[src/rtl/fetch_pc_gen_pkg.sv]
// fetch_pkg: shared constants and types for the fetch PC generator
//   FETCH_RESET_PC   default PC loaded into every thread on reset
//   tid_t            widest thread id (8 threads), for tracing
//   redirect_cause_e winning redirect source per thread
package fetch_pkg;
    localparam logic [31:0] FETCH_RESET_PC = 32'h6000_0000;
    localparam int MAX_TID_W = 3;
    typedef logic [MAX_TID_W-1:0] tid_t;
    typedef enum logic [2:0] {RD_NONE, RD_JAL, RD_JALR, RD_BR, RD_FLUSH} redirect_cause_e;
endpackage

[src/rtl/fetch_pc_gen_if.sv]
// fetch_pc_gen_if: fetch-block request handshake to the I-cache/fetch queue
//   valid  block request valid          (master -> slave)
//   tid    thread of request            (master -> slave)
//   pc     PC of first valid slot       (master -> slave)
//   mask   valid slots, bit i = slot i  (master -> slave)
//   ready  consumer accepts this cycle  (slave -> master)
interface fetch_pc_gen_if #(
    parameter int TID_W       = 1,
    parameter int FETCH_WIDTH = 1
);
    logic                   valid;
    logic                   ready;
    logic [TID_W-1:0]       tid;
    logic [31:0]            pc;
    logic [FETCH_WIDTH-1:0] mask;
    modport master (output valid, tid, pc, mask, input ready);
    modport slave  (input valid, tid, pc, mask, output ready);
endinterface

[src/rtl/fetch_pc_gen_rr_arbiter.sv]
// rr_arbiter: combinational round-robin pick of the first request at or after ptr
//   req        request vector
//   ptr        highest-priority index this cycle
//   gnt_valid  any request present
//   gnt_idx    granted index
module rr_arbiter #(
    parameter int N     = 2,
    parameter int IDX_W = N > 1 ? $clog2(N) : 1
) (
    input  logic [N-1:0]     req,
    input  logic [IDX_W-1:0] ptr,
    output logic             gnt_valid,
    output logic [IDX_W-1:0] gnt_idx
);
    logic [N-1:0] rot;

    // rot[i] is the request i positions after ptr
    assign rot = N'({req, req} >> ptr);

    // scanned downwards so the closest request to ptr wins
    always_comb begin
        gnt_valid = 1'b0;
        gnt_idx   = '0;
        for (int i = N - 1; i >= 0; i--)
            if (rot[i]) begin
                gnt_valid = 1'b1;
                gnt_idx   = IDX_W'((int'(ptr) + i) % N);
            end
    end
endmodule

[src/rtl/fetch_pc_gen.sv]
// fetch_pc_gen: multi-thread fetch PC generator with round-robin thread select and prioritized redirects
//   clk, rst                  clock, synchronous active-high reset
//   thread_en / thread_stall  per-thread enable and back-pressure
//   fetch                     request handshake (valid/ready/tid/pc/mask)
//   flush_*, br_*, jalr_*, jal_*  redirects, priority flush > br > jalr > jal
//   last_pc                   PC of last accepted block per thread, thread t at [t*32 +: 32]
//   misalign_err/misalign_tid registered misaligned-target report (FETCH_PC_MISALIGN_CHECK_EN)
module fetch_pc_gen
    import fetch_pkg::*;
#(
    parameter int          NUM_THREADS = 2,
    parameter int          FETCH_WIDTH = 1,
    parameter logic [31:0] RESET_PC    = FETCH_RESET_PC,
    parameter int          TID_W       = NUM_THREADS > 1 ? $clog2(NUM_THREADS) : 1
) (
    input  logic                     clk,
    input  logic                     rst,
    input  logic [NUM_THREADS-1:0]   thread_en,
    input  logic [NUM_THREADS-1:0]   thread_stall,
    fetch_pc_gen_if.master           fetch,
    input  logic                     flush_valid,
    input  logic [TID_W-1:0]         flush_tid,
    input  logic [31:0]              flush_pc,
    input  logic                     br_valid,
    input  logic [TID_W-1:0]         br_tid,
    input  logic [31:0]              br_pc,
    input  logic                     jalr_valid,
    input  logic [TID_W-1:0]         jalr_tid,
    input  logic [31:0]              jalr_pc,
    input  logic                     jal_valid,
    input  logic [TID_W-1:0]         jal_tid,
    input  logic [31:0]              jal_pc,
`ifdef FETCH_PC_MISALIGN_CHECK_EN
    output logic                     misalign_err,
    output logic [TID_W-1:0]         misalign_tid,
`endif
    output logic [NUM_THREADS*32-1:0] last_pc
);
    localparam logic [31:0] BLK = 32'(4 * FETCH_WIDTH);
`ifdef FETCH_PC_MISALIGN_CHECK_EN
    localparam logic [31:0] LOAD_MASK = 32'hFFFF_FFFC;
`else
    localparam logic [31:0] LOAD_MASK = 32'hFFFF_FFFF;
`endif

    logic [31:0]            pc_q [NUM_THREADS];
    logic [31:0]            tgt  [NUM_THREADS];
    redirect_cause_e        cause [NUM_THREADS];
    logic [NUM_THREADS-1:0] hit;
    logic [NUM_THREADS-1:0] elig;
    logic [TID_W-1:0]       rr_ptr;
    logic [TID_W-1:0]       sel;
    logic                   gnt;
    logic                   accept;
    logic [31:0]            cur_pc;
    logic [FETCH_WIDTH-1:0] mask;

    // out-of-range tids never match any t, so they are ignored
    always_comb
        for (int t = 0; t < NUM_THREADS; t++) begin
            cause[t] = flush_valid && int'(flush_tid) == t ? RD_FLUSH :
                       br_valid    && int'(br_tid)    == t ? RD_BR    :
                       jalr_valid  && int'(jalr_tid)  == t ? RD_JALR  :
                       jal_valid   && int'(jal_tid)   == t ? RD_JAL   : RD_NONE;
            tgt[t]   = cause[t] == RD_FLUSH ? flush_pc :
                       cause[t] == RD_BR    ? br_pc    :
                       cause[t] == RD_JALR  ? jalr_pc  : jal_pc;
            hit[t]   = cause[t] != RD_NONE;
        end

    // a redirected thread sits out this cycle so its stale PC is never issued
    assign elig = thread_en & ~thread_stall & ~hit;

    rr_arbiter #(.N(NUM_THREADS), .IDX_W(TID_W)) u_arb (
        .req       (elig),
        .ptr       (rr_ptr),
        .gnt_valid (gnt),
        .gnt_idx   (sel)
    );

    assign cur_pc = pc_q[sel];

    always_comb begin
        mask = '0;
        for (int i = 0; i < FETCH_WIDTH; i++)
            mask[i] = i >= int'((cur_pc >> 2) & 32'(FETCH_WIDTH - 1));
    end

    // idle outputs are parked at fixed values
    assign fetch.valid = gnt & ~rst;
    assign fetch.tid   = fetch.valid ? sel : '0;
    assign fetch.pc    = fetch.valid ? cur_pc : RESET_PC;
    assign fetch.mask  = fetch.valid ? mask : '0;
    assign accept      = fetch.valid & fetch.ready;

`ifdef FETCH_PC_MISALIGN_CHECK_EN
    logic             mis_any;
    logic [TID_W-1:0] mis_tid;

    // lowest misaligned thread is reported when several hit together
    always_comb begin
        mis_any = 1'b0;
        mis_tid = '0;
        for (int t = NUM_THREADS - 1; t >= 0; t--)
            if (hit[t] && tgt[t][1:0] != 2'b00) begin
                mis_any = 1'b1;
                mis_tid = TID_W'(t);
            end
    end

    always_ff @(posedge clk)
        if (rst) begin
            misalign_err <= 1'b0;
            misalign_tid <= '0;
        end else begin
            misalign_err <= mis_any;
            misalign_tid <= mis_tid;
        end
`endif

    always_ff @(posedge clk)
        if (rst) begin
            for (int t = 0; t < NUM_THREADS; t++) begin
                pc_q[t]              <= RESET_PC;
                last_pc[t*32 +: 32]  <= RESET_PC;
            end
            rr_ptr <= '0;
        end else begin
            // a redirected thread is never the accepted one, so the branches are exclusive
            for (int t = 0; t < NUM_THREADS; t++)
                if (hit[t])
                    pc_q[t] <= tgt[t] & LOAD_MASK;
                else if (accept && int'(sel) == t) begin
                    pc_q[t]             <= (cur_pc & ~(BLK - 32'd1)) + BLK;
                    last_pc[t*32 +: 32] <= cur_pc;
                end
            if (accept)
                rr_ptr <= TID_W'((int'(sel) + 1) % NUM_THREADS);
        end
endmodule

[src/flat_wrapper.sv]
// flat-port wrapper written by rule: the top's interface ports become plain ports
module fetch_pc_gen_flat import fetch_pkg::*;
#(
    parameter int          NUM_THREADS = 2,
    parameter int          FETCH_WIDTH = 1,
    parameter logic [31:0] RESET_PC    = FETCH_RESET_PC,
    parameter int          TID_W       = NUM_THREADS > 1 ? $clog2(NUM_THREADS) : 1
)
  (clk, rst, thread_en, thread_stall, flush_valid, flush_tid, flush_pc, br_valid, br_tid, br_pc, jalr_valid, jalr_tid, jalr_pc, jal_valid, jal_tid, jal_pc, last_pc, fetch_valid, fetch_tid, fetch_pc, fetch_mask, fetch_ready);
  fetch_pc_gen_if #(.TID_W(TID_W), .FETCH_WIDTH(FETCH_WIDTH)) fetch_i ();
  input  logic clk;
  input  logic rst;
  input  logic [NUM_THREADS-1:0] thread_en;
  input  logic [NUM_THREADS-1:0] thread_stall;
  input  logic flush_valid;
  input  logic [TID_W-1:0] flush_tid;
  input  logic [31:0] flush_pc;
  input  logic br_valid;
  input  logic [TID_W-1:0] br_tid;
  input  logic [31:0] br_pc;
  input  logic jalr_valid;
  input  logic [TID_W-1:0] jalr_tid;
  input  logic [31:0] jalr_pc;
  input  logic jal_valid;
  input  logic [TID_W-1:0] jal_tid;
  input  logic [31:0] jal_pc;
  output logic [NUM_THREADS*32-1:0] last_pc;
  output wire logic [$bits(fetch_i.valid)-1:0] fetch_valid;
  output wire logic [$bits(fetch_i.tid)-1:0] fetch_tid;
  output wire logic [$bits(fetch_i.pc)-1:0] fetch_pc;
  output wire logic [$bits(fetch_i.mask)-1:0] fetch_mask;
  input wire logic [$bits(fetch_i.ready)-1:0] fetch_ready;
  assign fetch_valid = fetch_i.valid;
  assign fetch_tid = fetch_i.tid;
  assign fetch_pc = fetch_i.pc;
  assign fetch_mask = fetch_i.mask;
  assign fetch_i.ready = fetch_ready;
  fetch_pc_gen #(.NUM_THREADS(NUM_THREADS), .FETCH_WIDTH(FETCH_WIDTH), .RESET_PC(RESET_PC), .TID_W(TID_W)) u_core (.clk(clk), .rst(rst), .thread_en(thread_en), .thread_stall(thread_stall), .fetch(fetch_i), .flush_valid(flush_valid), .flush_tid(flush_tid), .flush_pc(flush_pc), .br_valid(br_valid), .br_tid(br_tid), .br_pc(br_pc), .jalr_valid(jalr_valid), .jalr_tid(jalr_tid), .jalr_pc(jalr_pc), .jal_valid(jal_valid), .jal_tid(jal_tid), .jal_pc(jal_pc), .last_pc(last_pc));
endmodule
[config.mk]
export PLATFORM = sky130hd
export DESIGN_NAME = fetch_pc_gen_flat
export DESIGN_NICKNAME = d
export VERILOG_FILES = /design/src/rtl/fetch_pc_gen_pkg.sv /design/src/rtl/fetch_pc_gen_if.sv /design/src/rtl/fetch_pc_gen_rr_arbiter.sv /design/src/rtl/fetch_pc_gen.sv /design/src/flat_wrapper.sv
export SDC_FILE = /design/constraint.sdc
export NUM_CORES = 1
export LEC_CHECK = 0
export ABC_AREA = 1
export CORE_UTILIZATION = 55
export CTS_CLUSTER_SIZE = 12
export DETAILED_ROUTE_END_ITERATION = 16
export DONT_BUFFER_PORTS = 1
export MAX_ROUTING_LAYER = met4
export PLACE_DENSITY = 0.73
export SYNTH_ARGS = -nofsm -noshare
export SYNTH_HDL_FRONTEND = slang
export SYNTH_SLANG_ARGS = --single-unit
[constraint.sdc]
create_clock -name clk -period 3.4 [get_ports clk]
set_clock_uncertainty 0.1 [all_clocks]
set_input_delay 0.51 -clock clk [delete_from_list [all_inputs] [get_ports clk]]
set_output_delay 0.51 -clock clk [all_outputs]
set_load 0.02 [all_outputs]
==> flow_summary.ini <==
[global_route]
grt_usage = 0.3454
grt_antenna_before_repair = 0
overflow = 0
grt_max_degree = 65
grt_pass1_wl_mm = 43.01
grt_pass1_vias = 8021

[critical_path]
critPathLaunchType = primary input
slowest_delay_ps = 490
end_kind = output port
critPathArrivalTime_ps = 2290
path_class = in2out
required_ps = 2790
path_buf_inv = 2
crit_family = simple AND/OR/NAND/NOR gates
crit_chain = inv_1, nand2_1, nand2_1, nor2_4, nand2_1, a21oi_2, inv_1, nor2_1
path_common_cell = nand2_1
cpMaxStageDelayCell = inv_1
cp_max_fo = 30

[yosys]
ys_top_cells_by_area = edfxtp_1 21%, dfxtp_1 15%, nand2_1 12%
syn-num-nets = 1457
synth_edf_count = 62
ys_seq_area_frac = 0.3566
ys_warn_count = 0
async_reset_ff_frac = 0
synth_top_area_share = 0.2073
syn_avg_cell_area_um2 = 6.840
synth-main-ff-cell = dfxtp_1
synth_area_um2 = 8981
yosysUniqueCellTypes = 42
yosys.area.top_type = edfxtp_1
synth-seq-cells = 129
netlist_instances = 1313

[cells_and_area]
finalNonFillerCells = 1542
drive_above_1_share = 0.1327
synthToLayoutAreaGrowth_pct = 11.15
nets = 1457
diodes = 0
n_fill_cell = 1482

[placed_design]
placedCellCount = 1510
post-dp-hpwl_mm = 21.20
gp_congestion = 0.9978
io_buffers = 0

[die]
die_h_um = 129.8
dieArea_um2 = 16840
num_rows = 46
ios = 242
fp.dieW_um = 129.8
start_util = 0.5654
core_area_um2 = 15890

[clock_tree]
worst_skew_pair.late_latency_ps = 420
cts_resized = 0
cts_tree = done
htreeDepth = 4
clockBufferDepth = 2
cts_buffers = 17
cts_root_buf = clkbuf_16
post_cts_buffers = 0
cts_sinks = 129
post_cts_hold_buffer_count = 0
path_clk_slew_ps = 60

[timing]
setup-violations-final = 0
rsz0062_at_grt = no
final_max_slew_viol_count = 0
tightest_slew_ps = 939.6
fin_crit_ps = 2898
max_freq_ghz = 0.3451
post-route-period-util = 0.8522
slew_headroom = 0.3729
tns_ps = 0
hold_viol_final = 0

[drt]
drt_iter0_markers = 886
first_pass_iters = 5
postRouteAntennaNets = 0
via_per_inst = 5.855
wirelength_mm = 27.92
drc = 0
dr_total_vias = 9029
wl_per_cell_um = 18.10

[worst_hold_path]
hold_path_class = in2reg

[pwr]
power_density_nw_per_um2 = 475.4
p_leak_uw = 0.004350
vdd_drop_max_mv = 0.2770

[job]
cap_violations = 0

[status]
outcome = finished, final reports clean
## cells in the mapped netlist (all sizes together) (7+ instances only)
library cell and number:
a211oi 8, a21oi 72, a31oi 14, buf 26, clkbuf 55, dfxtp 67, edfxtp 62, inv 155
nand2 323, nand3 86, nand3b 9, nand4 7, nor2 120, o211ai 29, o21ai 226, o221ai 12
o22ai 10, xor2 7
## flip-flops by register name (all words and copies together), names as in the netlist
signal,flops
u_core.last_pc,64
u_core.pc_q,64
u_core.rr_ptr,1
## area by class of cell
class,count,area (µm²),share of cell area
Sequential cell,129,3203,0.3209
Clock inverter,10,91.34,0.009150
Inverter,161,604.3,0.06054
Tap cell,216,270.3,0.02707
Multi-Input combinational cell,942,4793,0.4802
Timing Repair Buffer,62,503.0,0.05039
Clock buffer,22,516.7,0.05177
## cell usage in the layout, fill, tap and decap left out, drive strengths merged, types with 3 or more instances in the layout
| cell type | n |
|---|---|
| edfxtp | 62 |
| nand2 | 323 |
| or2 | 3 |
| a21oi | 72 |
| o21ai | 226 |
| o21bai | 5 |
| a211oi | 8 |
| o211ai | 29 |
| o2111ai | 5 |
| nand3b | 9 |
| xor2 | 7 |
| buf | 62 |
| clkbuf | 22 |
| nand4 | 7 |
| o221ai | 12 |
| dfxtp | 67 |
| o22ai | 10 |
| inv | 160 |
| a31oi | 14 |
| clkinv | 10 |
| and2 | 3 |
| nand3 | 86 |
| nor2 | 120 |
## cell families (layout without fill, tap and decap cells)
group / after synthesis / count (layout) / share of synthesized area
AND/OR/NAND/NOR: 551 / 551 / 0.2864
AO/OA/AOI/OAI: 382 / 382 / 0.2371
buffers and inverters: 242 / 255 / 0.1105
flip-flops: 129 / 129 / 0.3566
XOR/XNOR: 7 / 7 / 0.006827
adder cells (fa/ha/maj): 1 / 1 / 0.001393
multiplexers: 1 / 1 / 0.001115
## report_power, final
part	switching (µW)	internal, µW	total (µW)
logic	714	308	1020
registers	84.0	1790	1870
clock network	694	1160	1850
## metrics by stage
step                      hold slack, ps  total power, µW  setup slack, ps    util  cell area, µm²
after floorplan                    336.0             2612            236.4       -            8981
after global placement             354.4             2890            390.8  0.5901            9374
after detailed placement           358.3             2903            368.0  0.5901            9374
after CTS                          52.34             4731            471.4  0.6284            9982
after global routing               50.50             4949            330.0  0.6284            9982
final                              61.20             4745            502.4  0.6284            9982
## path summary, 6_finish.rpt
path	startpoint	to	slack [ps]	cells after the start
hold reg to reg	u_core.rr_ptr	u_core.rr_ptr	370	2
setup / recovery	flush_tid	fetch_pc[0]	500	8
setup reg to reg	u_core.rr_ptr	u_core.pc_q[1][30]	770	15
hold / removal	rst	u_core.last_pc[34]	60	1
## metal layers
layer | track usage | vias up | wire, µm
met4 | 0.09371 | 0 | 478
met5 | - | - | 0
met3 | 0.07298 | 40 | 3142
met1 | 0.4884 | 4036 | 12420
met2 | 0.4970 | 554 | 11870
li1 | - | 4399 | -
Note: power is estimated with default switching activity, not from simulation.
